===== src/rtl/paddsb_16bit_if.sv =====
// Operand/result bus for the packed 4-bit signed saturating add/sub unit.
// PADDSB_SAT_FLAGS_EN adds the per-lane saturation flags and their OR.
interface paddsb_16bit_if #(
   parameter int LANE_W = 4,
   parameter int LANES  = 4
);
   localparam int DATA_W = LANE_W * LANES;

   logic              in_valid;
   logic [DATA_W-1:0] a;
   logic [DATA_W-1:0] b;
   logic              sub;
   logic              out_valid;
   logic [DATA_W-1:0] sum;
`ifdef PADDSB_SAT_FLAGS_EN
   logic [LANES-1:0]  sat_flags;
   logic              any_sat;

   modport master (
      output in_valid, a, b, sub,
      input  out_valid, sum, sat_flags, any_sat
   );

   modport slave (
      input  in_valid, a, b, sub,
      output out_valid, sum, sat_flags, any_sat
   );
`else
   modport master (
      output in_valid, a, b, sub,
      input  out_valid, sum
   );

   modport slave (
      input  in_valid, a, b, sub,
      output out_valid, sum
   );
`endif
endinterface


===== src/rtl/paddsb_16bit.sv =====
// PADDSB execute unit: lane-wise signed saturating add/sub, one cycle of latency.
// Optional registered saturation flags when PADDSB_SAT_FLAGS_EN is defined.
module paddsb_16bit #(
   parameter int LANE_W = 4,
   parameter int LANES  = 4
) (
   input  logic           clk,
   input  logic           rst_n,
   paddsb_16bit_if.slave  bus
);
   localparam int DATA_W = LANE_W * LANES;
   localparam int MSB    = LANE_W - 1;

   localparam logic [LANE_W-1:0] LANE_ONE = LANE_W'(1);
   localparam logic [LANE_W-1:0] LANE_MAX = {1'b0, {(LANE_W-1){1'b1}}};
   localparam logic [LANE_W-1:0] LANE_MIN = {1'b1, {(LANE_W-1){1'b0}}};

   // Overflow judged on the wrapped lane result; b is the original operand,
   // so negating the most-negative value (-8 -> -8) is still classified right.
   function automatic logic lane_ovf(
      input logic [LANE_W-1:0] a_l,
      input logic [LANE_W-1:0] b_l,
      input logic              sub_l
   );
      logic [LANE_W-1:0] b_eff;
      logic [LANE_W-1:0] res;
      b_eff = sub_l ? (~b_l + LANE_ONE) : b_l;
      res   = a_l + b_eff;
      if (sub_l) begin
         return (a_l[MSB] != b_l[MSB]) && (res[MSB] != a_l[MSB]);
      end
      return (a_l[MSB] == b_l[MSB]) && (res[MSB] != a_l[MSB]);
   endfunction

   function automatic logic [LANE_W-1:0] lane_sat(
      input logic [LANE_W-1:0] a_l,
      input logic [LANE_W-1:0] b_l,
      input logic              sub_l
   );
      logic [LANE_W-1:0] b_eff;
      b_eff = sub_l ? (~b_l + LANE_ONE) : b_l;
      // On overflow the true result lies beyond the range on a's side.
      if (lane_ovf(a_l, b_l, sub_l)) begin
         return a_l[MSB] ? LANE_MIN : LANE_MAX;
      end
      return a_l + b_eff;
   endfunction

   logic [DATA_W-1:0] sum_d, sum_q;
   logic              valid_d, valid_q;
`ifdef PADDSB_SAT_FLAGS_EN
   logic [LANES-1:0]  sat_d, sat_q;
`endif

   // NOTE: every combinational output gets a default before any branch, so an
   // idle cycle can never leave a path unassigned and infer a latch.
   always_comb begin
      sum_d   = sum_q;
      valid_d = 1'b0;
`ifdef PADDSB_SAT_FLAGS_EN
      sat_d   = sat_q;
`endif
      if (bus.in_valid) begin
         valid_d = 1'b1;
         for (int i = 0; i < LANES; i++) begin
            sum_d[i*LANE_W +: LANE_W] = lane_sat(bus.a[i*LANE_W +: LANE_W],
                                                 bus.b[i*LANE_W +: LANE_W],
                                                 bus.sub);
`ifdef PADDSB_SAT_FLAGS_EN
            sat_d[i] = lane_ovf(bus.a[i*LANE_W +: LANE_W],
                                bus.b[i*LANE_W +: LANE_W],
                                bus.sub);
`endif
         end
      end
   end

   // NOTE: state uses non-blocking assignments; reset is synchronous, so it
   // lives inside the clocked branch rather than the sensitivity list.
   always_ff @(posedge clk) begin
      if (!rst_n) begin
         sum_q   <= '0;
         valid_q <= 1'b0;
`ifdef PADDSB_SAT_FLAGS_EN
         sat_q   <= '0;
`endif
      end else begin
         sum_q   <= sum_d;
         valid_q <= valid_d;
`ifdef PADDSB_SAT_FLAGS_EN
         sat_q   <= sat_d;
`endif
      end
   end

   assign bus.sum       = sum_q;
   assign bus.out_valid = valid_q;
`ifdef PADDSB_SAT_FLAGS_EN
   assign bus.sat_flags = sat_q;
   assign bus.any_sat   = |sat_q;
`endif

endmodule


===== src/flat_wrapper.sv =====
// flat-port wrapper written by rule: the top's interface ports become plain ports
module paddsb_16bit_flat 
#(
   parameter int LANE_W = 4,
   parameter int LANES  = 4
)
  (clk, rst_n, bus_in_valid, bus_a, bus_b, bus_sub, bus_out_valid, bus_sum);
  paddsb_16bit_if #(.LANE_W(LANE_W), .LANES(LANES)) bus_i ();
  input  logic clk;
  input  logic rst_n;
  input wire logic [$bits(bus_i.in_valid)-1:0] bus_in_valid;
  input wire logic [$bits(bus_i.a)-1:0] bus_a;
  input wire logic [$bits(bus_i.b)-1:0] bus_b;
  input wire logic [$bits(bus_i.sub)-1:0] bus_sub;
  output wire logic [$bits(bus_i.out_valid)-1:0] bus_out_valid;
  output wire logic [$bits(bus_i.sum)-1:0] bus_sum;
  assign bus_i.in_valid = bus_in_valid;
  assign bus_i.a = bus_a;
  assign bus_i.b = bus_b;
  assign bus_i.sub = bus_sub;
  assign bus_out_valid = bus_i.out_valid;
  assign bus_sum = bus_i.sum;
  paddsb_16bit #(.LANE_W(LANE_W), .LANES(LANES)) u_core (.clk(clk), .rst_n(rst_n), .bus(bus_i));
endmodule

===== config.mk =====
export PLATFORM = sky130hd
export DESIGN_NAME = paddsb_16bit_flat
export DESIGN_NICKNAME = d
export VERILOG_FILES = /design/src/rtl/paddsb_16bit_if.sv /design/src/rtl/paddsb_16bit.sv /design/src/flat_wrapper.sv
export SDC_FILE = /design/constraint.sdc
export NUM_CORES = 1
export LEC_CHECK = 0
export CAP_MARGIN = 5
export CORE_MARGIN = 8
export CORE_UTILIZATION = 50
export CTS_CLUSTER_DIAMETER = 120
export DETAILED_ROUTE_END_ITERATION = 7
export DONT_BUFFER_PORTS = 1
export HOLD_SLACK_MARGIN = 0.1
export REMOVE_ABC_BUFFERS = 1
export SYNTH_ARGS = -nofsm -noshare
export SYNTH_HDL_FRONTEND = slang
export SYNTH_SLANG_ARGS = --single-unit

===== constraint.sdc =====
create_clock -name clk -period 6.58 [get_ports clk]
set_input_delay 1.974 -clock clk [delete_from_list [all_inputs] [get_ports clk]]
set_output_delay 1.974 -clock clk [all_outputs]
set_load 0.005 [all_outputs]

After elaboration in Yosys (flattened, before gate mapping)
Index checks and enable logic that the tools add are counted.

cells by class
  bitwise operators = 4
  eq/ne operators = 12
  reduce and logical (&&, ||, !) cells = 8
  muxes and demuxes = 39
  add/subtract/negate cells = 8

operators by type and width
  cell                   count
  $mux W4                16
  $mux W1                23
  $add A4 B1 Y4 const B  4
  $add A4 B4 Y4          4
  $not A4 Y4             4
  $logic_and A1 B1 Y1    8
  $ne A1 B1 Y1           8
  $eq A1 B1 Y1           4

storage, ports and cells
  register bits = 17
  word-level logic and storage cells = 73

Logic depth before layout (Yosys ltp)
  depth after elaboration = 12
  depth in mapped cells = 10

Least setup slack after synthesis
OpenSTA, ideal clock, no wires.

  kind = in2reg
  from = in bus_sub
  to = reg u_core.sum_q[11] (netlist: u_core.bus.sum[11])
  path buffers = 2
  library setup time = 0.131 ns
  stages = 9
  required time = 6.449 ns
  path slack = 2.633 ns
  data arrival time = 3.816 ns
  cells stage by stage = buf_6 buf_2 o21ai_0 ha_1 a211oi_2 nor3_1 a22o_1 a221oi_1 o22ai_1

on the way
  cells in the longest elaborated chain, start to end = 10

RTL lines
  what                  line                                    RTL
  from (decl)           flat_wrapper.sv:14                      input wire logic [$bits(bus_i.sub)-1:0] bus_sub;
  $mux W4               paddsb_16bit.sv:27, paddsb_16bit.sv:41
  $add A4 B4 Y4         paddsb_16bit.sv:28, paddsb_16bit.sv:46
  $ne A1 B1 Y1          paddsb_16bit.sv:30, paddsb_16bit.sv:32
  $logic_and A1 B1 Y1   paddsb_16bit.sv:30                      return (a_l[MSB] != b_l[MSB]) && (res[MSB] != a_l[MSB]);
  $mux W1               paddsb_16bit.sv:29                      if (sub_l) begin
  $mux W1               paddsb_16bit.sv:32                      return (a_l[MSB] == b_l[MSB]) && (res[MSB] != a_l[MSB]);
  $mux W1               paddsb_16bit.sv:63                      if (bus.in_valid) begin
  $mux W1               paddsb_16bit.sv:43                      if (lane_ovf(a_l, b_l, sub_l)) begin
  $mux W1               paddsb_16bit.sv:63
  $mux W4 (*)           paddsb_16bit.sv:46                      return a_l + b_eff;
  to (signal assigned)  paddsb_16bit.sv:88                      sum_q <= sum_d;
  to (decl)             paddsb_16bit.sv:49                      logic [DATA_W-1:0] sum_d, sum_q;

Mark *: on every way between the ends. The rest lies on a longest branch, timed or not. The select of a mux whose other input is x is not followed.
A chain may end at the register's enable or synchronous reset.

Worst setup path in the final report
  from = in bus_b[4]
  to = reg u_core.sum_q[5] (netlist: u_core.bus.sum[5])

on the way
  cells in the longest elaborated chain, start to end = 12

RTL lines
  what                 line                                    RTL
  from (decl)          flat_wrapper.sv:13                      input wire logic [$bits(bus_i.b)-1:0] bus_b;
  $not A4 Y4           paddsb_16bit.sv:27, paddsb_16bit.sv:41
  $add A4 B1 Y4        paddsb_16bit.sv:27, paddsb_16bit.sv:41
  $mux W4 (*)          paddsb_16bit.sv:27, paddsb_16bit.sv:41
  $add A4 B4 Y4 (*)    paddsb_16bit.sv:28, paddsb_16bit.sv:46
  $ne A1 B1 Y1         paddsb_16bit.sv:30, paddsb_16bit.sv:32
  $logic_and A1 B1 Y1  paddsb_16bit.sv:30
  $mux W1              paddsb_16bit.sv:29
  $mux W1              paddsb_16bit.sv:32
  $mux W1              paddsb_16bit.sv:63
  $mux W1              paddsb_16bit.sv:43
  $mux W1              paddsb_16bit.sv:63
  $mux W4 (*)          paddsb_16bit.sv:46

Marked as above.

==> results.md <==
* DRT iter0 DRCs at 55
* Setup tns final at 0 ns
* Sink Count at 17
* First-pass GRT wire length at 6350 microns
* Worst endpoint required time at 6.81 ns
* Worst setup margin at 2.85 ns
* Clock Power Share at 0.197
* Synth unique cells at 48
* Vias at 1,489
* Final Hold Slack at 0.516 ns
* Fraction of layout cells with a size suffix above 1 at 0.0564
* Internal Power at 0.000187 W
* Core Rows at 21
* Root Buffer: clkbuf_4
* Ant diodes at 0
* Syn Area/Cell at 8.51 sq um
* Num CTS Buffers at 3
* Fin crit share at 0.568
* Area of the multi-input gates at 1270 sq um
* Die area at 5480 sq um
* Reg power frac at 0.437
* Pre-CTS setup slack at 2.52 ns
* Status: finished, final reports clean
* Min Tclk post-route at 3.73 ns
* Largest net degree at the start of global routing at 36
* Sequential fraction of the synthesis area at 0.202
* Startpoint type of the worst setup path: input port
* Post-Route Skew at 0 ns
* Antenna violations before repair at 0
* Logic pwr share at 0.366
* Mapped Area at 1690 sq um
* Crit path kind: input port to register
* Vias/cell at 6.18
* Total GRT Usage at 0.142
* Post-route DRC at 0
* Max Cap Viol at 0
* Post-synth EDFFs at 0
* Slew HR at 0.610
* Htree depth at 1
* Ys flop type: dfxtp_1
* Crit path max fanout at 6
* Number of port buffers at 0
* Post-CTS resize count at 0
* Crit path capture type: register
* Area growth syn-to-layout at 2.82%
* Post-Syn Instances at 198
* Grt total ovfl at 0
* Worst-margin pin slew at 0.580 ns
* 1st-pass router iterations at 4
* Hold Crit Class: register to register
* Sw Share at 0.336
* Sw Pwr at 0.0000946 W
* Clk_lat worst skew at 0.28 ns
* Vias in the first global route at 1,409
* Post-Route WL at 3910 microns
* Register area at 340 sq um
* Clk buf depth at 2
* GPL Wtd Cong at 0.791
* Worst-path clk slew at 0.10 ns
* Starting density of the core at 0.513
* Final Hold Fails at 0
* #FFs+latches synth at 17
* Peak Freq at 268 MHz
* Final setup vio count at 0
* Post-CTS setup repair buffer count at 0
* Synth async-reset ratio at 0
* Max-slew violation count at 0
* Nets at 252
* Synth warn at 0
* Hold buffer count at CTS at 0
* Core area at 3280 sq um
* Worst Path Arrival at 3.97 ns
* Ports at 53
* Filler cells at 323
* CTS tree: built
* P per Cell Area at 162 nW/um^2
* Wire length per cell at 16.2 microns
* Post-route antenna net violation count at 0
* Die Y at 74.1 microns
* Die width at 74.1 microns
* Setup repair after global routing missed its margin: no
* Pleak at 0.665 nW
* HPWL after DPL at 3200 microns
* Max IR drop VDD at 0.0497 mV
-- worst max-delay path, stage by stage --
cell and delay [ns]:
inv_1 0.02, ha_1 0.28, nand2_1 0.05, o21ai_0 0.15, ha_1 0.33, a21o_1 0.19, a21oi_1 0.37, nand4_1 0.14
o311ai_1 0.18, o221a_1 0.27
-- cell type report --
class | instances | area share
tap | 46 | 0.0332
sequential | 17 | 0.196
clock buffer | 4 | 0.0152
multi-input combinational | 163 | 0.731
inverter | 11 | 0.0238
-- power by group through the flow --
stage | combinational, W | clock [W] | sequential (W)
after global routing | 0.000117 | 0.0000637 | 0.000125
after CTS | 0.000104 | 0.0000567 | 0.000124
after floorplan | 0.0000876 | 0 | 0.000122
after detailed placement | 0.000104 | 0 | 0.000126
final | 0.000103 | 0.0000554 | 0.000123
after global placement | 0.0000999 | 0 | 0.000126
-- final timing paths --
check	start	end	slack, ns	cells past startpoint
worst max register to register	u_core.bus.sum[15]$_SDFFE_PN0P_	u_core.bus.sum[15]$_SDFFE_PN0P_	5.82	1
worst min register to register	u_core.bus.sum[11]$_SDFFE_PN0P_	u_core.bus.sum[11]$_SDFFE_PN0P_	0.52	2
worst min-delay path	u_core.bus.sum[11]$_SDFFE_PN0P_	u_core.bus.sum[11]$_SDFFE_PN0P_	0.52	2
worst max-delay path	bus_b[4]	u_core.bus.sum[5]$_SDFFE_PN0P_	2.85	10
-- logic make-up after synthesis --
family / count (synthesis) / synth area share
compound gates: 65 / 0.287
simple gates: 63 / 0.211
fa+ha+maj: 22 / 0.178
buf+inv: 18 / 0.0460
flops: 17 / 0.202
xor+xnor: 13 / 0.0765
-- routing by layer --
| metal | track usage | up-vias | wire, microns |
|---|---|---|---|
| met3 | 0.0499 | 0 | 390 |
| met4 | 0.0200 | 0 | 0 |
| li1 | - | 744 | - |
| met1 | 0.163 | 706 | 1650 |
| met2 | 0.250 | 39 | 1870 |
| met5 | 0 | - | 0 |
-- per-stage QoR --
stage	instance area [sq um]	instances	util	power, W
2_1_floorplan	1650	191	-	0.000210
3_3_place_gp	1710	237	0.520	0.000225
3_5_place_dp	1710	237	0.520	0.000229
4_1_cts	1730	241	0.528	0.000284
5_1_grt	1730	241	0.528	0.000305
6_report	1730	241	0.528	0.000281
-- cell usage in the layout (no fill, tap or decap), types with 3 or more instances in the layout --
master,count
a21oi_1,9
nor2_1,9
o31ai_1,4
dfxtp_1,17
a211oi_1,6
and2_1,4
and3_1,4
nand3_1,4
clkbuf_4,3
xnor2_1,9
or3_1,3
nor3_1,8
o21ai_0,14
o221a_1,6
a21o_1,3
fa_1,4
o21ai_1,4
nand2b_1,10
a31oi_1,4
nand2_1,7
nand4b_1,4
inv_1,11
ha_1,16
-- sequential cells by signal, indices dropped and copies added (netlist names) --
| signal | count |
|---|---|
| u_core.bus.sum | 16 |
| u_core.bus.out_valid | 1 |
-- cells in the mapped netlist (6+ instances only) --
master	count	area, sq um
inv_1	11	41.3
nand2b_1	10	62.6
nor3_1	8	40.0
xnor2_1	9	78.8
dfxtp_1	17	340
nand2_1	7	26.3
o221a_1	6	67.6
nor2_1	9	33.8
o21ai_0	14	70.1
ha_1	16	200
a211oi_1	6	45.0
a21oi_1	9	45.0
Note: power is estimated with default switching activity, not from simulation.
